File: src/rtl/branch_nzp_unit_if.sv
// Signal bundle between the thread-lane scheduler/decoder and branch_nzp_unit.
// Defining BRANCH_NZP_TAKEN_COUNT_EN adds the taken_count observation signal.
interface branch_nzp_unit_if #(
  parameter int PC_BITS   = 8,
  parameter int DATA_BITS = 8
);
  logic                 enable;
  logic [2:0]           core_state;
  logic [2:0]           decoded_nzp;
  logic [PC_BITS-1:0]   decoded_immediate;
  logic                 decoded_nzp_write_enable;
  logic                 decoded_pc_mux;
  logic                 decoded_call;
  logic                 decoded_ret;
  logic [DATA_BITS-1:0] alu_out;
  logic [PC_BITS-1:0]   current_pc;
  logic [PC_BITS-1:0]   next_pc;
  logic [2:0]           nzp;
  logic                 stack_err;
`ifdef BRANCH_NZP_TAKEN_COUNT_EN
  logic [15:0]          taken_count;
`endif

  // Strobe-style bus: no valid/ready; inputs are qualified by enable and core_state
  // each cycle, and outputs are registered state that is always valid.
  modport master (
    output enable, core_state, decoded_nzp, decoded_immediate,
           decoded_nzp_write_enable, decoded_pc_mux, decoded_call, decoded_ret,
           alu_out, current_pc,
`ifdef BRANCH_NZP_TAKEN_COUNT_EN
    input  taken_count,
`endif
    input  next_pc, nzp, stack_err
  );

  modport slave (
    input  enable, core_state, decoded_nzp, decoded_immediate,
           decoded_nzp_write_enable, decoded_pc_mux, decoded_call, decoded_ret,
           alu_out, current_pc,
`ifdef BRANCH_NZP_TAKEN_COUNT_EN
    output taken_count,
`endif
    output next_pc, nzp, stack_err
  );
endinterface

File: src/rtl/branch_nzp_unit.sv
// Per-thread NZP flag register and next-PC resolver with a return-address stack.
// Optional taken-transfer counter enabled by defining BRANCH_NZP_TAKEN_COUNT_EN.
module branch_nzp_unit #(
  parameter int PC_BITS     = 8,
  parameter int DATA_BITS   = 8,
  parameter int STACK_DEPTH = 4
) (
  input  logic               clk,
  input  logic               reset,
  branch_nzp_unit_if.slave   bus
);
  localparam logic [2:0] ST_EXECUTE = 3'b101;
  localparam logic [2:0] ST_UPDATE  = 3'b110;
  localparam int SP_BITS  = $clog2(STACK_DEPTH + 1);
  localparam int IDX_BITS = $clog2(STACK_DEPTH);
  localparam logic [SP_BITS-1:0] SP_FULL = SP_BITS'(STACK_DEPTH);

  logic [PC_BITS-1:0]  next_pc_q, next_pc_d;
  logic [2:0]          nzp_q, nzp_d;
  logic [SP_BITS-1:0]  sp_q, sp_d;
  logic                err_q, err_d;
  logic [PC_BITS-1:0]  stack_q [STACK_DEPTH];

  logic [PC_BITS-1:0]  pc_inc;
  logic [IDX_BITS-1:0] top_idx;
  logic [IDX_BITS-1:0] push_idx;
  logic                push_en;
  logic                transfer;

  // Only the compare flags are consumed; the upper ALU bits are intentionally ignored.
  logic                unused_alu_bits;
  assign unused_alu_bits = ^bus.alu_out[DATA_BITS-1:3];

  assign pc_inc   = bus.current_pc + PC_BITS'(1);
  assign top_idx  = IDX_BITS'(sp_q - SP_BITS'(1));
  assign push_idx = IDX_BITS'(sp_q);

  always_comb begin
    next_pc_d = next_pc_q;
    nzp_d     = nzp_q;
    sp_d      = sp_q;
    err_d     = err_q;
    push_en   = 1'b0;
    transfer  = 1'b0;
    if (bus.enable) begin
      if (bus.core_state == ST_EXECUTE) begin
        if (bus.decoded_ret) begin
          if (sp_q != '0) begin
            next_pc_d = stack_q[top_idx];
            sp_d      = sp_q - SP_BITS'(1);
            transfer  = 1'b1;
          end else begin
            next_pc_d = pc_inc;
            err_d     = 1'b1;
          end
        end else if (bus.decoded_call) begin
          if (sp_q != SP_FULL) begin
            next_pc_d = bus.decoded_immediate;
            sp_d      = sp_q + SP_BITS'(1);
            push_en   = 1'b1;
            transfer  = 1'b1;
          end else begin
            next_pc_d = pc_inc;
            err_d     = 1'b1;
          end
        end else if (bus.decoded_pc_mux && ((nzp_q & bus.decoded_nzp) != 3'b000)) begin
          next_pc_d = bus.decoded_immediate;
          transfer  = 1'b1;
        end else begin
          next_pc_d = pc_inc;
        end
      end else if (bus.core_state == ST_UPDATE) begin
        if (bus.decoded_nzp_write_enable) begin
          nzp_d = bus.alu_out[2:0];
        end
      end
    end
  end

  always_ff @(posedge clk) begin
    if (reset) begin
      next_pc_q <= '0;
      nzp_q     <= '0;
      sp_q      <= '0;
      err_q     <= 1'b0;
      for (int i = 0; i < STACK_DEPTH; i++) begin
        stack_q[i] <= '0;
      end
    end else begin
      next_pc_q <= next_pc_d;
      nzp_q     <= nzp_d;
      sp_q      <= sp_d;
      err_q     <= err_d;
      if (push_en) begin
        stack_q[push_idx] <= pc_inc;
      end
    end
  end

  assign bus.next_pc   = next_pc_q;
  assign bus.nzp       = nzp_q;
  assign bus.stack_err = err_q;

`ifdef BRANCH_NZP_TAKEN_COUNT_EN
  logic [15:0] taken_cnt_q, taken_cnt_d;

  // A CALL or branch whose target happens to equal pc+1 is not a redirect.
  always_comb begin
    taken_cnt_d = taken_cnt_q;
    if (transfer && (next_pc_d != pc_inc) && (taken_cnt_q != 16'hFFFF)) begin
      taken_cnt_d = taken_cnt_q + 16'd1;
    end
  end

  always_ff @(posedge clk) begin
    if (reset) begin
      taken_cnt_q <= '0;
    end else begin
      taken_cnt_q <= taken_cnt_d;
    end
  end

  assign bus.taken_count = taken_cnt_q;
`else
  logic unused_transfer;
  assign unused_transfer = transfer;
`endif
endmodule

File: src/flat_wrapper.sv
// flat-port wrapper written by rule: the top's interface ports become plain ports
module branch_nzp_unit_flat 
#(
  parameter int PC_BITS     = 8,
  parameter int DATA_BITS   = 8,
  parameter int STACK_DEPTH = 4
)
  (clk, reset, bus_enable, bus_core_state, bus_decoded_nzp, bus_decoded_immediate, bus_decoded_nzp_write_enable, bus_decoded_pc_mux, bus_decoded_call, bus_decoded_ret, bus_alu_out, bus_current_pc, bus_next_pc, bus_nzp, bus_stack_err);
  branch_nzp_unit_if #(.PC_BITS(PC_BITS), .DATA_BITS(DATA_BITS)) bus_i ();
  input  logic clk;
  input  logic reset;
  input wire logic [$bits(bus_i.enable)-1:0] bus_enable;
  input wire logic [$bits(bus_i.core_state)-1:0] bus_core_state;
  input wire logic [$bits(bus_i.decoded_nzp)-1:0] bus_decoded_nzp;
  input wire logic [$bits(bus_i.decoded_immediate)-1:0] bus_decoded_immediate;
  input wire logic [$bits(bus_i.decoded_nzp_write_enable)-1:0] bus_decoded_nzp_write_enable;
  input wire logic [$bits(bus_i.decoded_pc_mux)-1:0] bus_decoded_pc_mux;
  input wire logic [$bits(bus_i.decoded_call)-1:0] bus_decoded_call;
  input wire logic [$bits(bus_i.decoded_ret)-1:0] bus_decoded_ret;
  input wire logic [$bits(bus_i.alu_out)-1:0] bus_alu_out;
  input wire logic [$bits(bus_i.current_pc)-1:0] bus_current_pc;
  output wire logic [$bits(bus_i.next_pc)-1:0] bus_next_pc;
  output wire logic [$bits(bus_i.nzp)-1:0] bus_nzp;
  output wire logic [$bits(bus_i.stack_err)-1:0] bus_stack_err;
  assign bus_i.enable = bus_enable;
  assign bus_i.core_state = bus_core_state;
  assign bus_i.decoded_nzp = bus_decoded_nzp;
  assign bus_i.decoded_immediate = bus_decoded_immediate;
  assign bus_i.decoded_nzp_write_enable = bus_decoded_nzp_write_enable;
  assign bus_i.decoded_pc_mux = bus_decoded_pc_mux;
  assign bus_i.decoded_call = bus_decoded_call;
  assign bus_i.decoded_ret = bus_decoded_ret;
  assign bus_i.alu_out = bus_alu_out;
  assign bus_i.current_pc = bus_current_pc;
  assign bus_next_pc = bus_i.next_pc;
  assign bus_nzp = bus_i.nzp;
  assign bus_stack_err = bus_i.stack_err;
  branch_nzp_unit #(.PC_BITS(PC_BITS), .DATA_BITS(DATA_BITS), .STACK_DEPTH(STACK_DEPTH)) u_core (.clk(clk), .reset(reset), .bus(bus_i));
endmodule
File: config.mk
export PLATFORM = sky130hd
export DESIGN_NAME = branch_nzp_unit_flat
export DESIGN_NICKNAME = d
export VERILOG_FILES = /design/src/rtl/branch_nzp_unit_if.sv /design/src/rtl/branch_nzp_unit.sv /design/src/flat_wrapper.sv
export SDC_FILE = /design/constraint.sdc
export NUM_CORES = 1
export LEC_CHECK = 0
export CAP_MARGIN = 25
export CORE_MARGIN = 2
export CORE_UTILIZATION = 51
export DETAILED_ROUTE_END_ITERATION = 12
export GPL_TIMING_DRIVEN = 0
export PLACE_DENSITY = 0.79
export SLEW_MARGIN = 20
export SYNTH_ARGS = -nofsm -noshare
export SYNTH_HDL_FRONTEND = slang
export SYNTH_SLANG_ARGS = --single-unit
File: constraint.sdc
create_clock -name clk -period 3.6 [get_ports clk]
set_input_delay 1.08 -clock clk [delete_from_list [all_inputs] [get_ports clk]]
set_output_delay 1.08 -clock clk [all_outputs]
set_load 0.1 [all_outputs]
==> results list <==
- The run finished with clean final reports.
* Largest family of logic cells by synthesized area: simple AND/OR/NAND/NOR gates
- Row generation in the floorplan step produced 24 rows.
* Final Critical Period: 3.45 ns
- Gate count after technology mapping: 199
- Global routing finished with a remaining overflow of 0.
- Max-cap violations in this run came to 0.
* Commonest cells after routing, fill and taps aside: nor2_1 (43), clkdlybuf4s50_1 (42), edfxtp_1 (32), dfxtp_1 (15), nand3_1 (9)
- Remaining antenna violation count after routing: 0
* Synth Area in XOR/XNOR: 0.0299
* Number of diodes: 0
- Number of hold-repair buffers added at the cts stage: 0
- Clock tree synthesis inserted a total of 5 buffers.
- Broken down by cell family, the worst path's largest delay share belongs to buffers and inverters.
- Buffers from clock root to sink, at most: 2
- Entering global routing, the biggest net connects 16 pins.
* Worst Tran Pin Value: 0.976 ns
- In this design, the stage delay of the slowest critical-path cell is 0.55 ns.
- Initial antenna violation count: 0
- During synthesis, Yosys emitted a total of 0 warnings.
- TritonCTS clock tree: yes
* Proportion of power drawn by flip-flops and latches: 0.522
- Power spread over the standard cell area amounts to 390 nW/um^2.
- Critical Path RT: 3.57 ns
- Setup violations remaining at the end of the flow were counted as 0.
- Kind of critical path: in2reg
- Most common cell after layout, fill and taps aside: nor2_1
* Overall routed net length: 5090 um
- The share of total power dissipated in combinational logic is 0.138.
- Static timing analysis puts the maximum clock frequency at 290 MHz.
- Buffers and inverters on the worst path: 3
* Period Utilization, post-route: 0.957
- Static power due to leakage: 0.00112 uW
* Relative contribution of the clock network to total power: 0.340
* Post-route standard cell area excluding fillers: 2940 um^2
- Dividing the detail-routed wire length by the instance count gives 16.9 um.
- Number of buffers inserted to repair setup after CTS: 0
* Worst skew pair latency: 0.30 ns
* Sequential fraction of the synthesis area: 0.539
* Root Buffer Master: clkbuf_8
- Global-route usage over all layers: 0.214
- Share of cells above drive strength 1: 0.112
- The via count of the first global-routing pass is 1,753.
- Dividing the detail-routed via count by the number of cells gives 5.82.
- Share of synthesized cell area in full adder, half adder and majority cells: 0.0214
- Detailed placement ended at an HPWL of 3850 um.
* Share of synthesized flip-flops with an asynchronous set or reset: 0
* Final worst setup slack: 0.153 ns
* Final setup skew: 0.00475 ns
- Post-CTS clock slew at the launch and capture registers of the worst setup and hold paths: 0.09 ns
* Mean cell area of the mapped netlist: 11.8 um^2
- Utilization after layout: 0.670
* Peak supply drop: 192 uV
- Top-Level Pins: 49
- Post-detailed-placement cell area: 2830 um^2
- Worst setup slack before clock tree synthesis: -0.154 ns
* Post-synthesis compound-gate area fraction: 0.130
* Clk sinks: 47
- Register bit count reported by yosys: 47
- Chain of cells forming the critical path: clkdlybuf4s50_1, nand4b_4, a211oi_1, nand3_1, buf_2, or3_1, clkbuf_1, nand2_1
- Counting distinct cell types in the post-synthesis netlist gives 35.
* Net Sw Power: 281 uW
- During placement, the flow inserted port buffers numbering 42.
* Count of flip-flops with a built-in enable after synthesis: 32
* Final net count: 289
- Count of cells resized by post-cts repair: 0
* Number of detailed-routing iterations run before antenna repair: 4
* Horizontal die dimension: 71.7 um
* Critical Path Source Type: input port
- The hold violation count in the final report came to 0.
- Total Die Area: 5150 um^2
- Of the total synthesized cell area, the portion taken by AND, OR, NAND and NOR gates is 0.144.
- The largest individual stage delay along the critical path comes from the cell clkdlybuf4s50_1.
- At the worst endpoint, the arrival time is 3.42 ns.
* Die extent in y: 71.7 um
- The number of pins exceeding their max-slew limit in the final report came to 0.
- Setup repair after global routing left no endpoint under its margin.
- Post-Synthesis Cell Area: 2340 um^2
- # DRC: 0
- In this run the tightest slew margin relative to its limit is 0.348.
- In this run the worst hold path is classified as reg2reg.
- Final setup TNS: 0 ns
- Area delta synth->final: 25.6%
- Of the post-synthesis cell area, the part taken by muxes is 0.103.
* Internal power contribution: 864 uW
- Syn_nets: 240
* Switching part of the total power: 0.245
- STA classifies the critical path endpoint as a register.
- For this run, the leading register cell type out of synthesis is edfxtp_1.
- Area of the placeable core: 4380 um^2
- CTS H-Tree Depth: 2
- Maximum fanout along the worst path: 10
* Number of DRC markers in iteration 0: 112
- Weighted congestion at the end of routability-driven global placement: 0.798
* Total via count after detailed routing: 1,753
- Initial core utilization: 0.534
* Wire length of the first global-routing pass: 8380 um
==> registers in the layout (all words and copies together) (netlist names) <==
| name | count |
|---|---|
| u_core.bus.next_pc | 8 |
| u_core.bus.nzp | 3 |
| u_core.bus.stack_err | 1 |
| u_core.sp_q | 3 |
| u_core.stack_q | 32 |
==> power by group through the flow <==
stage	sequential (uW)	combinational (uW)	clock [uW]
2_1_floorplan	636	65.4	0
3_3_place_gp	610	155	0
3_5_place_dp	611	157	0
6_report	599	158	389
5_1_grt	601	170	411
4_1_cts	599	158	393
==> logic make-up after synthesis <==
logic type,after synthesis
AOI/OAI and AO/OA,37
xor gates and xnor gates,8
adders and majority gates,4
buffers and inverters,19
DFF,47
muxes,14
and+or+nand+nor,70
==> final timing paths <==
| kind | from | cells past startpoint | to | slack, ns |
|---|---|---|---|---|
| max | bus_core_state[2] | 8 | u_core.stack_q[2][5]$_SDFFCE_PN0P_ | 0.15 |
| min | u_core.bus.stack_err$_SDFFE_PP0P_ | 2 | u_core.bus.stack_err$_SDFFE_PP0P_ | 0.50 |
| max reg2reg | u_core.sp_q[0]$_SDFFE_PP0P_ | 9 | u_core.stack_q[2][5]$_SDFFCE_PN0P_ | 0.41 |
| min reg2reg | u_core.bus.stack_err$_SDFFE_PP0P_ | 2 | u_core.bus.stack_err$_SDFFE_PP0P_ | 0.50 |
==> final cells by class <==
type | count | area (um^2)
Buffer | 11 | 45.0
Clock buffer | 5 | 68.8
Clock inverter | 3 | 43.8
Fill cell | 366 | 1450
Inverter | 8 | 30.0
Multi-Input combinational cell | 133 | 1000
Sequential cell | 47 | 1260
Tap cell | 52 | 65.1
Timing Repair Buffer | 42 | 420
==> cells in the mapped netlist, types with 5 or more instances <==
library cell | count | area [um^2]
mux4_2 | 8 | 180
mux2i_1 | 6 | 60.1
clkbuf_1 | 7 | 26.3
o21ai_0 | 7 | 35.0
a21oi_1 | 6 | 30.0
edfxtp_1 | 32 | 961
inv_1 | 8 | 30.0
dfxtp_1 | 15 | 300
nand2_1 | 5 | 18.8
a211oi_1 | 5 | 37.5
nand3_1 | 9 | 45.0
xor2_1 | 6 | 52.6
nor2_1 | 43 | 161
==> worst min-delay path, stage by stage (launching register included) <==
cell	delay, ns
dfxtp_1	0.35
a31oi_1	0.05
nor2_1	0.07
==> routing by layer <==
layer,track usage,up-vias,share of wire
met4,0.0713,0,0.013
met5,0,-,0
li1,-,842,-
met1,0.274,853,0.44
met3,0.0506,6,0.053
met2,0.358,52,0.50
==> per-stage QoR <==
stage / std cells / total power [uW] / hold WS [ns]
floorplan: 199 / 701 / 0.518
global placement: 293 / 765 / 0.446
detailed placement: 293 / 768 / 0.480
CTS: 301 / 1150 / 0.503
global route: 301 / 1180 / 0.522
finish: 301 / 1150 / 0.500
Note: power is estimated with default switching activity, not from simulation.
